$ cat src/rtl/right_shifter_seq.sv
// Multi-cycle 32-bit right shifter. It applies one binary stage per cycle (1, 2, 4, 8, 16) and returns the result 5 cycles after accept.
// Define RIGHT_SHIFTER_ARITH_EN to honour 'arith' (sign fill); without it every shift is logical.
module right_shifter_seq (
  input  logic        clk,
  input  logic        rst_n,
  input  logic [31:0] input1,
  input  logic [31:0] input2,
  input  logic        arith,
  input  logic        in_valid,
  output logic        in_ready,
  output logic [31:0] result,
  output logic        out_valid,
  input  logic        out_ready,
  output logic        busy
);

  typedef enum logic [1:0] {
    S_IDLE,
    S_SHIFT,
    S_DONE
  } state_t;

  state_t      state_q, state_d;
  logic [2:0]  k_q, k_d;
  logic [31:0] work_q, work_d;
  logic [4:0]  amt_q, amt_d;
  logic        fill_q, fill_d;
  logic        fill_in;

  // The upper amount bits are architecturally ignored.
  logic unused_amount_hi;
  assign unused_amount_hi = ^input2[31:5];

`ifdef RIGHT_SHIFTER_ARITH_EN
  assign fill_in = arith & input1[31];
`else
  logic unused_arith;
  assign unused_arith = arith;
  assign fill_in      = 1'b0;
`endif

  // Stage k shifts right by 2^k. Stage 4 also covers any out-of-range k.
  function automatic logic [31:0] shr_stage(input logic [31:0] v,
                                            input logic [2:0]  k,
                                            input logic        f);
    case (k)
      3'd0:    return {f, v[31:1]};
      3'd1:    return {{2{f}}, v[31:2]};
      3'd2:    return {{4{f}}, v[31:4]};
      3'd3:    return {{8{f}}, v[31:8]};
      default: return {{16{f}}, v[31:16]};
    endcase
  endfunction

  always_comb begin
    // NOTE: every output of this block gets a default first, so no path can infer a latch.
    state_d   = state_q;
    k_d       = k_q;
    work_d    = work_q;
    amt_d     = amt_q;
    fill_d    = fill_q;
    in_ready  = 1'b0;
    out_valid = 1'b0;
    busy      = 1'b1;

    case (state_q)
      S_IDLE: begin
        in_ready = 1'b1;
        busy     = 1'b0;
        if (in_valid) begin
          work_d  = input1;
          amt_d   = input2[4:0];
          fill_d  = fill_in;
          k_d     = 3'd0;
          state_d = S_SHIFT;
        end
      end
      S_SHIFT: begin
        if (amt_q[k_q]) work_d = shr_stage(work_q, k_q, fill_q);
        if (k_q == 3'd4) begin
          k_d     = 3'd0;
          state_d = S_DONE;
        end else begin
          k_d = k_q + 3'd1;
        end
      end
      S_DONE: begin
        out_valid = 1'b1;
        if (out_ready) state_d = S_IDLE;
      end
      default: state_d = S_IDLE;
    endcase
  end

  assign result = work_q;

  // NOTE: sequential state uses non-blocking assignments only.
  // Reset clears the working register as well, so an aborted operation leaves no stale result.
  always_ff @(posedge clk or negedge rst_n) begin
    if (!rst_n) begin
      state_q <= S_IDLE;
      k_q     <= 3'd0;
      work_q  <= 32'd0;
      amt_q   <= 5'd0;
      fill_q  <= 1'b0;
    end else begin
      state_q <= state_d;
      k_q     <= k_d;
      work_q  <= work_d;
      amt_q   <= amt_d;
      fill_q  <= fill_d;
    end
  end

endmodule

$ cat config.mk
export PLATFORM = sky130hd
export DESIGN_NAME = right_shifter_seq
export DESIGN_NICKNAME = d
export VERILOG_FILES = /design/src/rtl/right_shifter_seq.sv
export SDC_FILE = /design/constraint.sdc
export NUM_CORES = 1
export LEC_CHECK = 0
export CAP_MARGIN = 0
export CORE_UTILIZATION = 45
export DETAILED_ROUTE_END_ITERATION = 8
export GPL_ROUTABILITY_DRIVEN = 1
export PLACE_DENSITY = 0.88
export SYNTH_ARGS = -nofsm -noshare
export SYNTH_HDL_FRONTEND = slang
export SYNTH_SLANG_ARGS = --single-unit
$ cat constraint.sdc
create_clock -name clk -period 2.9 [get_ports clk]
set_input_delay 0.29 -clock clk [delete_from_list [all_inputs] [get_ports clk]]
set_output_delay 0.29 -clock clk [all_outputs]
set_load 0.02 [all_outputs]
Word level (Yosys, flattened, before mapping)
Index checks and enable logic that the tools add are counted.

$add $sub $neg: 1. $mul: 0. Divide/modulo/power cells: 0. Order comparisons: 1. Eq/ne operators: 10. Shift operators: 0. Mux-type cells: 16. Bitwise gates (word level): 0. Reduce and logical (&&, ||, !) cells: 7.

Operators by type and width (number): case mux 31 bit (4 select lines) (1); two-way mux 32 bit (2); case mux 32 bit (2 select lines) (1); != test 2 bit (second input constant) (4); equality test 3 x 2 -> 1 bit (second input constant) (2); two-way mux 2 bit (3); two-way mux 3 bit (2); case mux 2 bit (3 select lines) (1); case mux 3 bit (2 select lines) (1); AND reduction 3 bit (2); < comparator 3 x 4 -> 1 bit (second input constant) (1); two-way mux 1 bit (4); AND reduction 2 bit (2); adder 3 x 1 -> 3 bit (second input constant) (1); binary-select mux 1 bit (select 3 bit) (1); equality test 3 x 1 -> 1 bit (second input constant) (1); equality test 3 bit (second input constant) (1); zero test 3 bit (1); equality test 2 x 1 -> 1 bit (second input constant) (1); equality test 2 bit (second input constant) (1); zero test 2 bit (1); nonzero test 2 bit (1).

Register bits: 42. Bits in latches: 0. RAM bits: 0. Memory bits (read-only): 0. Input bits: 69. Output and inout bits: 35. Logic and storage cells: 39. Memories: 0.

Longest topological paths before layout
Depth in word-level cells: 4. Gate-level depth with buffers: 9. Depth with buffers taken out: 6.

Least setup slack after synthesis
OpenSTA, ideal clock, no wires.

Kind: reg2reg. From: reg k_q[0]. To: reg work_q[10] (netlist: result[10]). Setup time: 0.086 ns. Data arrival time: 1.968 ns. Required time: 2.814 ns. Setup slack: 0.846 ns. Stages on the path, launching flop included: 9. Buffers on the path: 2. Period minus slack after synthesis: 2.054 ns. Path through: dfrtp_1 ha_1 ha_1 buf_2 nor4_4 o21bai_2 buf_4 o211ai_1 a32oi_1.

Cells in the longest elaborated chain, start to end: 4. Elaborated cells on any way between the ends: 11. Those cells by class: eq/ne: 4; mux: 5; reduce/logical: 2.

RTL lines: start, declared (RTL line 24) `logic [2:0] k_q, k_d;`; start signal, assigned (RTL line 108) `k_q <= k_d;`; binary-select mux 1 bit (select 3 bit) (tied with other cells) (RTL line 79) `if (amt_q[k_q]) work_d = shr_stage(work_q, k_q, fill_q);`; two-way mux 1 bit (not written as such) / case mux 31 bit (4 select lines) (equally long branches) (RTL line 79, 46); != test 2 bit (no source line) / two-way mux 32 bit (equally long branches); AND reduction 3 bit (no source line) / case mux 32 bit (2 select lines) (equally long branches); end signal, assigned (RTL line 109) `work_q <= work_d;`; end, declared (RTL line 25) `logic [31:0] work_q, work_d;`.

Parallel ways exist; a longest one is shown, timed or not. The select of a mux whose other input is x is not followed. A chain may end at the register's enable or synchronous reset.

Worst setup path after layout
From: reg k_q[0]. To: reg work_q[0] (netlist: result[0]).

The elaborated chain is that of the path after synthesis.

==> summary.md <==
| Metric | Value |
|---|---|
| Status | `finished, final reports clean` |
| CTS root buf | `clkbuf_8` |
| CTS resizes | `0` |
| Commonest cells in the netlist | `inv_1, dfrtp_1, nand2_1` |
| Synthesized area per cell | `8.63 um^2` |
| Ys flop type | `dfrtp_1` |
| Synth area leader | `dfrtp_1` |
| Worst Path Required | `3.12 ns` |
| Crit-path slowest cell | `dfrtp_1` |
| Highest clock rate | `416 MHz` |
| # Post-CTS Setup Buffers | `0` |
| Final min period | `2.40 ns` |
| Startpoint Class | `flop` |
| # hold bufs at CTS | `0` |
| DR iter-0 viols | `644` |
| Max Slew Vio Count | `0` |
| Placed Area | `3870 um^2` |
| Crit path kind | `flop to flop` |
| Via count | `3193` |
| Clock slew at reported path FFs | `0.08 ns` |
| Ys async rst share | `100%` |
| Final Cell Area | `3960 um^2` |
| Yosys cell types | `40` |
| Nets | `491` |
| DRT Pass-1 Iters | `5` |
| Setup_tns | `0 ns` |
| Share of layout cells above drive strength 1 | `9.57%` |
| Syn Nets | `436` |
| Largest net degree at the start of global routing | `49` |
| First-pass GRT wire length | `14800 um` |
| Post-synthesis compound-gate area fraction | `35.0%` |
| Slew of the pin with the lowest slew margin | `0.960 ns` |
| Fin. Hold Viols | `0` |
| Crit path capture type | `flop` |
| Post-synth EDFFs | `0` |
| FF+latch area | `1050 um^2` |
| RSZ-0062 raised after global routing | `false` |
| Final core utilization | `58.6%` |
| Fillers | `622` |
| Die height | `85.3 um` |
| Die footprint | `7280 um^2` |
| PD cells | `1390 nW/um^2` |
| Sink Count | `42` |
| Avg WL per Cell | `17.8 um` |
| Final Routed Wirelength | `8850 um` |
| Worst EP arrival | `2.62 ns` |
| Post-DR vias/cell | `6.41` |
| Post-Synthesis Cells | `362` |
| Synth Area in XOR/XNOR | `0%` |
| Die Wd | `85.3 um` |
| # port buffers | `75` |
| Grt total ovfl | `0` |
| Clock Path Buffers | `2` |
| TritonCTS clock tree | `done` |
| Top cells by area, synth | `dfrtp_1, o211ai_1, inv_1` |
| Clk_lat worst skew | `0.30 ns` |
| GR Util All Layers | `25.2%` |
| Worst ir drop on vdd | `0.682 mV` |
| Layout area overhead | `26.8%` |
| Simple-gate portion of the synthesized area | `9.97%` |
| H-tree depth | `2` |
| Synth warnings | `0` |
| Synthesized-area fraction occupied by adder cells | `2.00%` |
| Core area | `6760 um^2` |
| Most frequent cell after synthesis | `inv_1` |
| Max_cap viols | `0` |
| Initial Util | `46.2%` |
| DP HPWL | `5980 um` |
| Rows | `30` |
| Crit-path max FO | `16` |
| Inserted Diodes | `0` |
| Total CTS buffers | `5` |
| Crit path largest cell delay | `0.50 ns` |
| GPL Wtd Cong | `0.915` |
| Clk_skew | `0.00506 ns` |
| Area of the multi-input gates | `1730 um^2` |
| DRC | `0` |
| Mapped cell area | `3120 um^2` |
| Critical Path, Cell by Cell | `inv_1, ha_1, buf_4, nor4_4, o21bai_2, o211ai_1, a32oi_1` |
| Post-synthesis mux area share | `8.01%` |
| Largest family of logic cells by synthesized area | `compound AO/OA/AOI/OAI gates` |
| LEAKAGE | `1.68 nW` |
| Slew HR | `36.0%` |
| #FFs+latches synth | `42` |
| Io pins | `104` |
| Worst hold slack | `0.137 ns` |
| Routed Antenna Nets | `0` |
| Sequential fraction of the synthesis area | `33.6%` |
| Hold Path Class | `input port to asynchronous set/reset pin` |
| Vias in the first global route | `3012` |
| Final setup violation count | `0` |
| Initial antenna violation count | `0` |
| Final period util | `82.9%` |
| Area share of the largest cell type after synthesis | `33.6%` |
[layout by cell type, fill, tap and decap left out, types with 2 or more instances in the layout]
cell             count
a32oi_1             16
a22oi_1             18
o221ai_1            15
dfrtp_1             42
clkbuf_8             6
o41ai_1              4
clkdlybuf4s50_1     74
buf_4               10
nand2_1             38
inv_1               45
mux2_2              12
o31ai_1              2
nor2_1              16
nand3_1              4
o211ai_1            25
a21o_1              16
o21ai_0             26
ha_1                 5
nand2b_1             2
a222oi_1            12
mux2i_1             10
[stage by stage]
stage | total power (W) | worst slack, ns | instances
floorplan | 0.00395 | 0.846 | 362
global placement | 0.00495 | 0.285 | 490
detailed placement | 0.00507 | 0.145 | 490
CTS | 0.00549 | 0.134 | 498
global route | 0.00592 | 0.313 | 498
finish | 0.00552 | 0.497 | 498
[cell families after synthesis]
group | count (synthesis)
fa+ha+maj | 5
mux | 23
simple gates | 69
compound gates | 140
buf+inv | 83
flops | 42
[power breakdown]
group	switching [W]	leakage (nW)	internal (W)	total [W]
Clock	0.000211	0.0482	0.000192	0.000404
Sequential	0.000512	0.506	0.000902	0.00141
Combinational	0.00204	1.12	0.00166	0.00370
[metal layers]
metal	global-route usage, %	routed length [um]	share of wire [%]
met3	4.18	812	9.2
met4	9.24	138	1.6
met5	0	0	0
met2	39.7	4150	47
met1	35.1	3750	42
[area by class of cell]
cell class                      instances  area share [%]
Multi-Input combinational cell        237            43.6
Sequential cell                        42            26.5
Timing Repair Buffer                   85            20.7
Inverter                               46            4.36
Tap cell                               80            2.53
Clock buffer                            7            2.18
Clock inverter                          1           0.126
[sequential cells by signal, indices dropped and copies added, names as in the netlist]
signal,cells
state_q,2
result,32
amt_q,5
k_q,3
[path summary, 6_finish.rpt]
kind                       startpoint   endpoint  slack (ns)  depth (start not counted)
max in group asynchronous       rst_n     k_q[1]        2.17                          1
min in group clk             amt_q[1]   amt_q[1]        0.51                          1
setup / recovery               k_q[0]  result[0]        0.50                          7
setup reg to reg               k_q[0]  result[0]        0.50                          7
hold / removal                  rst_n  result[0]        0.14                          1
hold reg to reg              amt_q[1]   amt_q[1]        0.51                          1
[worst max-delay path: cells and delay by family, from the launching register on]
kind	cells	cell delay (ns)
buffers and inverters	2	0.31
and+or+nand+nor	1	0.40
DFF	1	0.50
AOI/OAI and AO/OA	3	0.84
adders and majority gates	1	0.26
No activity file was read; power rests on OpenSTA's default activity.
